<file path="config.mk">
export PLATFORM = sky130hd
export DESIGN_NAME = operand_fetch_stage
export DESIGN_NICKNAME = d
export VERILOG_FILES = /design/src/rtl/operand_fetch_stage.sv
export SDC_FILE = /design/constraint.sdc
export NUM_CORES = 1
export LEC_CHECK = 0
export BUFFER_PORTS_ARGS = -buffer_cell sky130_fd_sc_hd__buf_2
export CAP_MARGIN = 20
export CORE_AREA = 2 2 60 90
export DETAILED_ROUTE_END_ITERATION = 10
export DIE_AREA = 0 0 62 92
export PLACE_DENSITY = 0.78
export SLEW_MARGIN = 30
export SYNTH_ARGS = -nofsm -noshare
export SYNTH_HDL_FRONTEND = slang
export SYNTH_SLANG_ARGS = --single-unit
</file>
<file path="constraint.sdc">
create_clock -name clk -period 1.6 [get_ports clk]
set_clock_uncertainty 0.1 [all_clocks]
set_input_delay 0.08 -clock clk [delete_from_list [all_inputs] [get_ports clk]]
set_output_delay 0.08 -clock clk [all_outputs]
set_load 0.005 [all_outputs]
</file>
<file path="src/rtl/operand_fetch_stage.sv">
// Decode / operand-fetch stage: decodes IF instructions, forwards from EX and WB, stalls on load-use
// and registers the ID/EX pipeline fields. Optional WB bypass: OPERAND_FETCH_WB_BYPASS_EN.
module operand_fetch_stage #(
  parameter logic [7:0] NOP_OPCODE = 8'hFF
) (
  input  logic       clk,
  input  logic       reset,
  input  logic       if_valid,
  input  logic [31:0] if_instr,
  output logic       id_ready,
  input  logic       flush,
  output logic [2:0] rf_read_reg1,
  output logic [2:0] rf_read_reg2,
  input  logic [7:0] rf_read_data1,
  input  logic [7:0] rf_read_data2,
  input  logic       ex_reg_write,
  input  logic       ex_is_load,
  input  logic [2:0] ex_dest,
  input  logic [7:0] ex_result,
  input  logic       wb_reg_write,
  input  logic [2:0] wb_write_reg,
  input  logic [7:0] wb_write_data,
  output logic       id_ex_valid,
  output logic [7:0] id_ex_opcode,
  output logic [2:0] id_ex_dest,
  output logic [7:0] id_ex_op1,
  output logic [7:0] id_ex_op2,
  output logic [7:0] id_ex_imm,
  output logic       id_ex_reg_write,
  output logic       id_ex_is_load,
  output logic [7:0] stall_count
);

  localparam logic [7:0] OP_LOADI = 8'h00;
  localparam logic [7:0] OP_MOV   = 8'h01;
  localparam logic [7:0] OP_ADD   = 8'h02;
  localparam logic [7:0] OP_SUB   = 8'h03;
  localparam logic [7:0] OP_AND   = 8'h04;
  localparam logic [7:0] OP_OR    = 8'h05;
  localparam logic [7:0] OP_J     = 8'h06;
  localparam logic [7:0] OP_BEQ   = 8'h07;
  localparam logic [7:0] OP_LWD   = 8'h08;
  localparam logic [7:0] OP_LWI   = 8'h09;
  localparam logic [7:0] OP_SWD   = 8'h0A;
  localparam logic [7:0] OP_SWI   = 8'h0B;

  logic [7:0] opcode_s;
  logic [2:0] dest_s;
  logic [2:0] src1_s;
  logic [2:0] src2_s;
  logic [7:0] imm_s;
  logic       use1_s;
  logic       use2_s;
  logic       reg_write_s;
  logic       is_load_s;
  logic       hazard_s;
  logic       load_s;
  logic [7:0] op1_s;
  logic [7:0] op2_s;

  assign opcode_s     = if_instr[31:24];
  assign dest_s       = if_instr[18:16];
  assign src1_s       = if_instr[10:8];
  assign src2_s       = if_instr[2:0];
  assign imm_s        = if_instr[7:0];
  assign rf_read_reg1 = src1_s;
  assign rf_read_reg2 = src2_s;

`ifndef OPERAND_FETCH_WB_BYPASS_EN
  logic wb_unused_s;
  assign wb_unused_s = &{1'b0, wb_reg_write, wb_write_reg, wb_write_data};
`endif

  // EX result beats the WB bypass; a load in EX has no data yet, so it never forwards.
  function automatic logic [7:0] resolve_operand(
    input logic [2:0] src,
    input logic [7:0] rf_data,
    input logic       ex_wr,
    input logic       ex_ld,
    input logic [2:0] ex_rd,
    input logic [7:0] ex_data,
    input logic       wb_wr,
    input logic [2:0] wb_rd,
    input logic [7:0] wb_data
  );
    logic [7:0] value;
    if (ex_wr && !ex_ld && (ex_rd == src)) begin
      value = ex_data;
`ifdef OPERAND_FETCH_WB_BYPASS_EN
    end else if (wb_wr && (wb_rd == src)) begin
      value = wb_data;
`endif
    end else begin
      value = rf_data;
    end
    return value;
  endfunction

  // Instruction class decode: which sources are read and which control bits are set.
  always_comb begin
    use1_s      = 1'b0;
    use2_s      = 1'b0;
    reg_write_s = 1'b0;
    is_load_s   = 1'b0;
    case (opcode_s)
      OP_LOADI: begin reg_write_s = 1'b1; end
      OP_MOV:   begin use1_s = 1'b1; reg_write_s = 1'b1; end
      OP_ADD, OP_SUB, OP_AND, OP_OR: begin
        use1_s = 1'b1; use2_s = 1'b1; reg_write_s = 1'b1;
      end
      OP_J:     begin use1_s = 1'b0; end
      OP_BEQ:   begin use1_s = 1'b1; use2_s = 1'b1; end
      OP_LWD:   begin use1_s = 1'b1; reg_write_s = 1'b1; is_load_s = 1'b1; end
      OP_LWI:   begin reg_write_s = 1'b1; is_load_s = 1'b1; end
      OP_SWD:   begin use1_s = 1'b1; use2_s = 1'b1; end
      OP_SWI:   begin use1_s = 1'b1; end
      default:  begin use1_s = 1'b0; end
    endcase
  end

  assign op1_s = resolve_operand(src1_s, rf_read_data1, ex_reg_write, ex_is_load, ex_dest,
                                 ex_result, wb_reg_write, wb_write_reg, wb_write_data);
  assign op2_s = resolve_operand(src2_s, rf_read_data2, ex_reg_write, ex_is_load, ex_dest,
                                 ex_result, wb_reg_write, wb_write_reg, wb_write_data);

  assign hazard_s = if_valid && ex_is_load && ex_reg_write && !flush &&
                    ((use1_s && (ex_dest == src1_s)) || (use2_s && (ex_dest == src2_s)));
  assign id_ready = !hazard_s;
  assign load_s   = if_valid && !flush && !hazard_s;

  // ID/EX pipeline register: decoded instruction or a bubble.
  always_ff @(posedge clk or posedge reset) begin
    if (reset) begin
      id_ex_valid     <= 1'b0;
      id_ex_opcode    <= NOP_OPCODE;
      id_ex_dest      <= 3'd0;
      id_ex_op1       <= 8'd0;
      id_ex_op2       <= 8'd0;
      id_ex_imm       <= 8'd0;
      id_ex_reg_write <= 1'b0;
      id_ex_is_load   <= 1'b0;
    end else if (load_s) begin
      id_ex_valid     <= 1'b1;
      id_ex_opcode    <= opcode_s;
      id_ex_dest      <= dest_s;
      id_ex_op1       <= op1_s;
      id_ex_op2       <= op2_s;
      id_ex_imm       <= imm_s;
      id_ex_reg_write <= reg_write_s;
      id_ex_is_load   <= is_load_s;
    end else begin
      id_ex_valid     <= 1'b0;
      id_ex_opcode    <= NOP_OPCODE;
      id_ex_dest      <= 3'd0;
      id_ex_op1       <= 8'd0;
      id_ex_op2       <= 8'd0;
      id_ex_imm       <= 8'd0;
      id_ex_reg_write <= 1'b0;
      id_ex_is_load   <= 1'b0;
    end
  end

  // Saturating load-use stall counter.
  always_ff @(posedge clk or posedge reset) begin
    if (reset) begin
      stall_count <= 8'd0;
    end else if (hazard_s && (stall_count != 8'hFF)) begin
      stall_count <= stall_count + 8'd1;
    end else begin
      stall_count <= stall_count;
    end
  end

endmodule
</file>
Word-level counts from Yosys, hierarchy flattened
Cells that the tools add are included. W data, S select, Z words.

Flip-flop bits (word level): 46. Input port bits: 77. Output and inout bits: 53. Logic and storage cells: 58.

$add $sub $neg: 1. Equal/unequal tests: 13. Multiplexer cells: 14. Reduce and logical (&&, ||, !) cells: 21.

Operators by type and width (count): $mux W8 (6); $eq A8 B4 Y1 const B (4); $eq A8 B3 Y1 const B (3); $eq A8 B2 Y1 const B (2); $logic_and A1 B1 Y1 (12); $reduce_or A9 Y1 (1); $add A8 B1 Y8 const B (1); $eq A8 B1 Y1 const B (1); $logic_not A8 Y1 (1); $ne A8 B8 Y1 const B (1); $reduce_or A8 Y1 (1); $mux W1 (7); $eq A3 B3 Y1 (2); $reduce_or A6 Y1 (1); $logic_not A1 Y1 (3); $mux W3 (1); $reduce_or A2 Y1 (1); $logic_or A1 B1 Y1 (1).

Longest topological paths before layout
Depth in word-level cells: 9. Mapped depth: 9. Gate-level depth less buffers: 7.

Least setup slack after synthesis
OpenSTA, ideal clock, no wires.

Path kind: reg2reg. Start: register stall_count[0]. End: register stall_count[1]. Setup time: 125 ps. Arrival time: 1261 ps. Setup slack: 115 ps. Stages on the path, launching flop included: 5. Buffers on the path: 0. Period minus slack after synthesis: 1485 ps. Cells stage by stage: dfrtp_1 ha_1 nand4_1 o21ai_1 mux2_2.

Word-level cells in the longest chain between the ends: 2. Elaborated cells on any way between the ends: 3.

RTL lines: start: declaration (RTL line 31) `output logic [7:0] stall_count`; start signal: assignment (RTL line 168) `stall_count <= stall_count + 8'd1;`; start signal: assignment (RTL line 170) `stall_count <= stall_count;`; parallel branches: the longest is 2 deep, another holds $add A8 B1 Y8.

Parallel ways; which one is timed is not known. A chain may end at the register's enable or synchronous reset.

Final worst setup path
Start: register stall_count[1]. End: register stall_count[1].

The elaborated chain is that of the path after synthesis.

==> flow_summary.toml <==
[global_routing]
grt_pass1_wl_mm = 8.23
grt_max_degree = 29
first_global_vias = 1894
grt_overflow = 0
antenna_found_initial = 0
track_usage = 0.193

[synth]
synth_simple_gate_area_share = 0.189
synth_cell_types = 35
synth_compound_area_frac = 0.0291
post_synth.cell_area_avg_um2 = 12.0
yosys.area_share.adder = 0.0111
yosys-top-cells-area = "dfrtp_1, dfstp_2, mux2i_1, xnor2_1, and2_4"
synth_fp_nets = 247
synth_area_um2 = 2020
synth_top_family_by_area = "simple AND/OR/NAND/NOR gates"
ys_seq_elements = 46
muxShareOfSynthArea = 0.0953
synth_xor_area_frac = 0.0476
yosysSeqAreaShare = 0.574
synth_top_cell_area_share = 0.470
yosys.area.top_type = "dfrtp_1"
ys_warn_count = 0
syn_inst = 169

[drt]
viasPerCell = 4.67
dr.pass1.iters = 4
num_vias = 1869
drt_iter0_markers = 85
drt-total-wl_mm = 5.51
wl_per_cell_um = 13.8
antenna_left = 0
drc = 0

[clock_network]
cts-root-buf = "clkbuf_8"
clkTransAtPathRegs_ns = 0.08
clk_latency_ns = 0.29
clock_path_buffers = 2
clkSinkCount = 46
cts_tree = "done"
htree_levels = 2
numCtsBuffers = 5

[timing]
timing.slew.headroom = 0.721
fin_crit_sh = 0.975
setup_ws_ns = 0.0400
fmax_ghz = 0.641
setup_violations = 0
hold_viol_final = 0
rsz0062_at_grt = "no"
tightest_slew_ns = 0.418
finalCriticalPeriod_ns = 1.56
report.final.slew_viol_count = 0

[critical_path]
cpMaxStageDelayCell = "dfrtp_1"
cp_data_arrival_time_ns = 1.64
cp_cell_sequence = "ha_2, nand4_1, o21ai_2, mux2_2"
crit_fanout = 5
crit_family = "flip-flops"
cp-end-kind = "register"
critical_path.max_stage_delay_ns = 0.39
cp-start-kind = "register"
required_ns = 1.68
path_class = "register to register"
critPathBufInv = 0

[layout]
syn2layout_area_growth_pct = 59.7
antennaDiodeCount = 0
nNetsFinal = 409
post-route-util = 0.645
drive_above_1_share = 0.494

[die]
rows = 32
die_h_um = 92
die_w_um = 62
io_pins = 130
initial_utilization = 0.404
die_area_um2 = 5700
core_um2 = 5000

[place]
io_buffers = 107
dp_hpwl_mm = 3.86
gp_congestion = 0.779
dp_slack_ns = -0.207

[worst_hold_path]
hold_path.class = "primary input to register"

[flow_run]
maxCapViolCount = 0

[pwr]
total_leakage_power_nw = 1.69
power_density_nw_per_um2 = 700
peakVddDrop_uv = 582

[status]
status = "finished clean"
[logic make-up after synthesis]
family,after synthesis
xor+xnor,11
simple gates,66
compound gates,8
flops,46
fa+ha+maj,2
buf+inv,17
mux,19
[power by group]
part	leakage [nW]	switching (mW)	internal, mW
logic	1.04	0.157	0.218
registers	0.600	0.00942	1.20
clock network	0.0450	0.368	0.303
total	1.69	0.534	1.73
[layout make-up]
| class | instances | area [um^2] |
|---|---|---|
| Multi-Input combinational cell | 106 | 777 |
| Inverter | 5 | 18.8 |
| Timing Repair Buffer | 167 | 1100 |
| Fill cell | 398 | 1780 |
| Sequential cell | 46 | 1160 |
| Clock buffer | 6 | 72.6 |
| Tap cell | 68 | 85.1 |
| Clock inverter | 2 | 10.0 |
[tightest hold or removal path: stages]
cell and delay [ns]:
buf_2 0.13, nand2b_1 0.11, nor4_1 0.04
[worst paths after layout]
kind / from / endpoint / slack [ns] / cells past startpoint
setup / recovery: stall_count[1]$_DFFE_PP0P_ / stall_count[1]$_DFFE_PP0P_ / 0.04 / 4
hold / removal: if_instr[26] / id_ex_is_load$_DFF_PP0_ / 0.008 / 3
setup reg to reg: stall_count[1]$_DFFE_PP0P_ / stall_count[1]$_DFFE_PP0P_ / 0.04 / 4
hold reg to reg: stall_count[7]$_DFFE_PP0P_ / stall_count[7]$_DFFE_PP0P_ / 0.47 / 1
max in group asynchronous: reset / id_ex_opcode[4]$_DFF_PP1_ / 0.60 / 4
min in group asynchronous: reset / stall_count[6]$_DFFE_PP0P_ / 0.22 / 3
[cell usage in the layout, fill, tap and decap left out]
master and count:
buf_2 107, dlygate4sd3_1 42, dfrtp_1 38, nor2_1 18, mux2i_1 17, buf_4 17, xnor2_1 11, and2_4 9
or3_1 8, dfstp_2 8, nand2b_1 5, nand4_1 5, clkbuf_8 5, nand2_1 4, nand3_1 4, inv_2 3
nor2b_1 2, o21bai_1 2, a21oi_1 2, inv_1 2, and2_1 2, mux2_2 2, clkinv_2 2, nor2b_2 1
a21oi_2 1, nor4_2 1, o21a_2 1, and3_4 1, o2111a_2 1, nor3b_2 1, or3b_2 1, nor4_1 1
maj3_1 1, nor3_1 1, o21ai_2 1, and4_1 1, and3_1 1, ha_2 1, clkbuf_1 1, buf_12 1
[synthesized netlist by cell type]
| cell type | count |
|---|---|
| and2_4 | 9 |
| buf_4 | 7 |
| or3_1 | 8 |
| ha_1 | 1 |
| nor3b_1 | 1 |
| or3b_2 | 1 |
| nor2b_1 | 2 |
| buf_6 | 2 |
| inv_2 | 1 |
| buf_1 | 1 |
| o2111a_2 | 1 |
| a21oi_2 | 1 |
| nand4_1 | 5 |
| a21oi_1 | 2 |
| xnor2_1 | 11 |
| o21a_1 | 1 |
| o21bai_1 | 2 |
| maj3_1 | 1 |
| mux2i_1 | 17 |
| nor2_1 | 18 |
| dfrtp_1 | 38 |
| and3_1 | 2 |
| and2_1 | 2 |
| nand2b_1 | 5 |
| o21ai_1 | 1 |
| mux2_2 | 2 |
| nand2_1 | 4 |
| nor2b_2 | 1 |
| nand3_1 | 4 |
| nor3_1 | 1 |
| inv_1 | 4 |
| and4_1 | 1 |
| buf_2 | 2 |
| nor4_1 | 2 |
| dfstp_2 | 8 |
[per-layer routing]
layer | share of wire | wire, um | up-vias | GRT usage
li1 | - | - | 882 | -
met1 | 0.36 | 1970 | 899 | 0.193
met2 | 0.58 | 3170 | 80 | 0.366
met3 | 0.052 | 285 | 8 | 0.0480
met4 | 0.015 | 81 | 0 | 0.0532
met5 | 0 | 0 | - | 0
[registers in the layout, indices dropped and copies added (netlist names)]
signal	cells
id_ex_dest	3
id_ex_imm	8
id_ex_reg_write	1
id_ex_opcode	8
id_ex_is_load	1
stall_count	8
id_ex_op2	8
id_ex_valid	1
id_ex_op1	8
[per-stage QoR]
step	hold slack, ns	setup TNS, ns	instances	power (mW)	area [um^2]
final	0.00837	0	400	2.26	3230
after global routing	0.0317	0	400	2.36	3230
after CTS	0.000633	0	398	2.28	3200
after detailed placement	-0.000953	-1.91	348	1.53	2690
after global placement	-0.0108	-1.02	348	1.53	2690
after floorplan	0.0501	0	169	1.37	2020
[repair_timing]
item,in CTS,in global routing
endpoints found under the hold margin,52,0
buffers inserted,0,2
hold buffers,42,0
endpoints found under the setup margin,2,3
gates resized for setup,2,5
pin swaps,0,2
(Power assumes the default switching activity.)
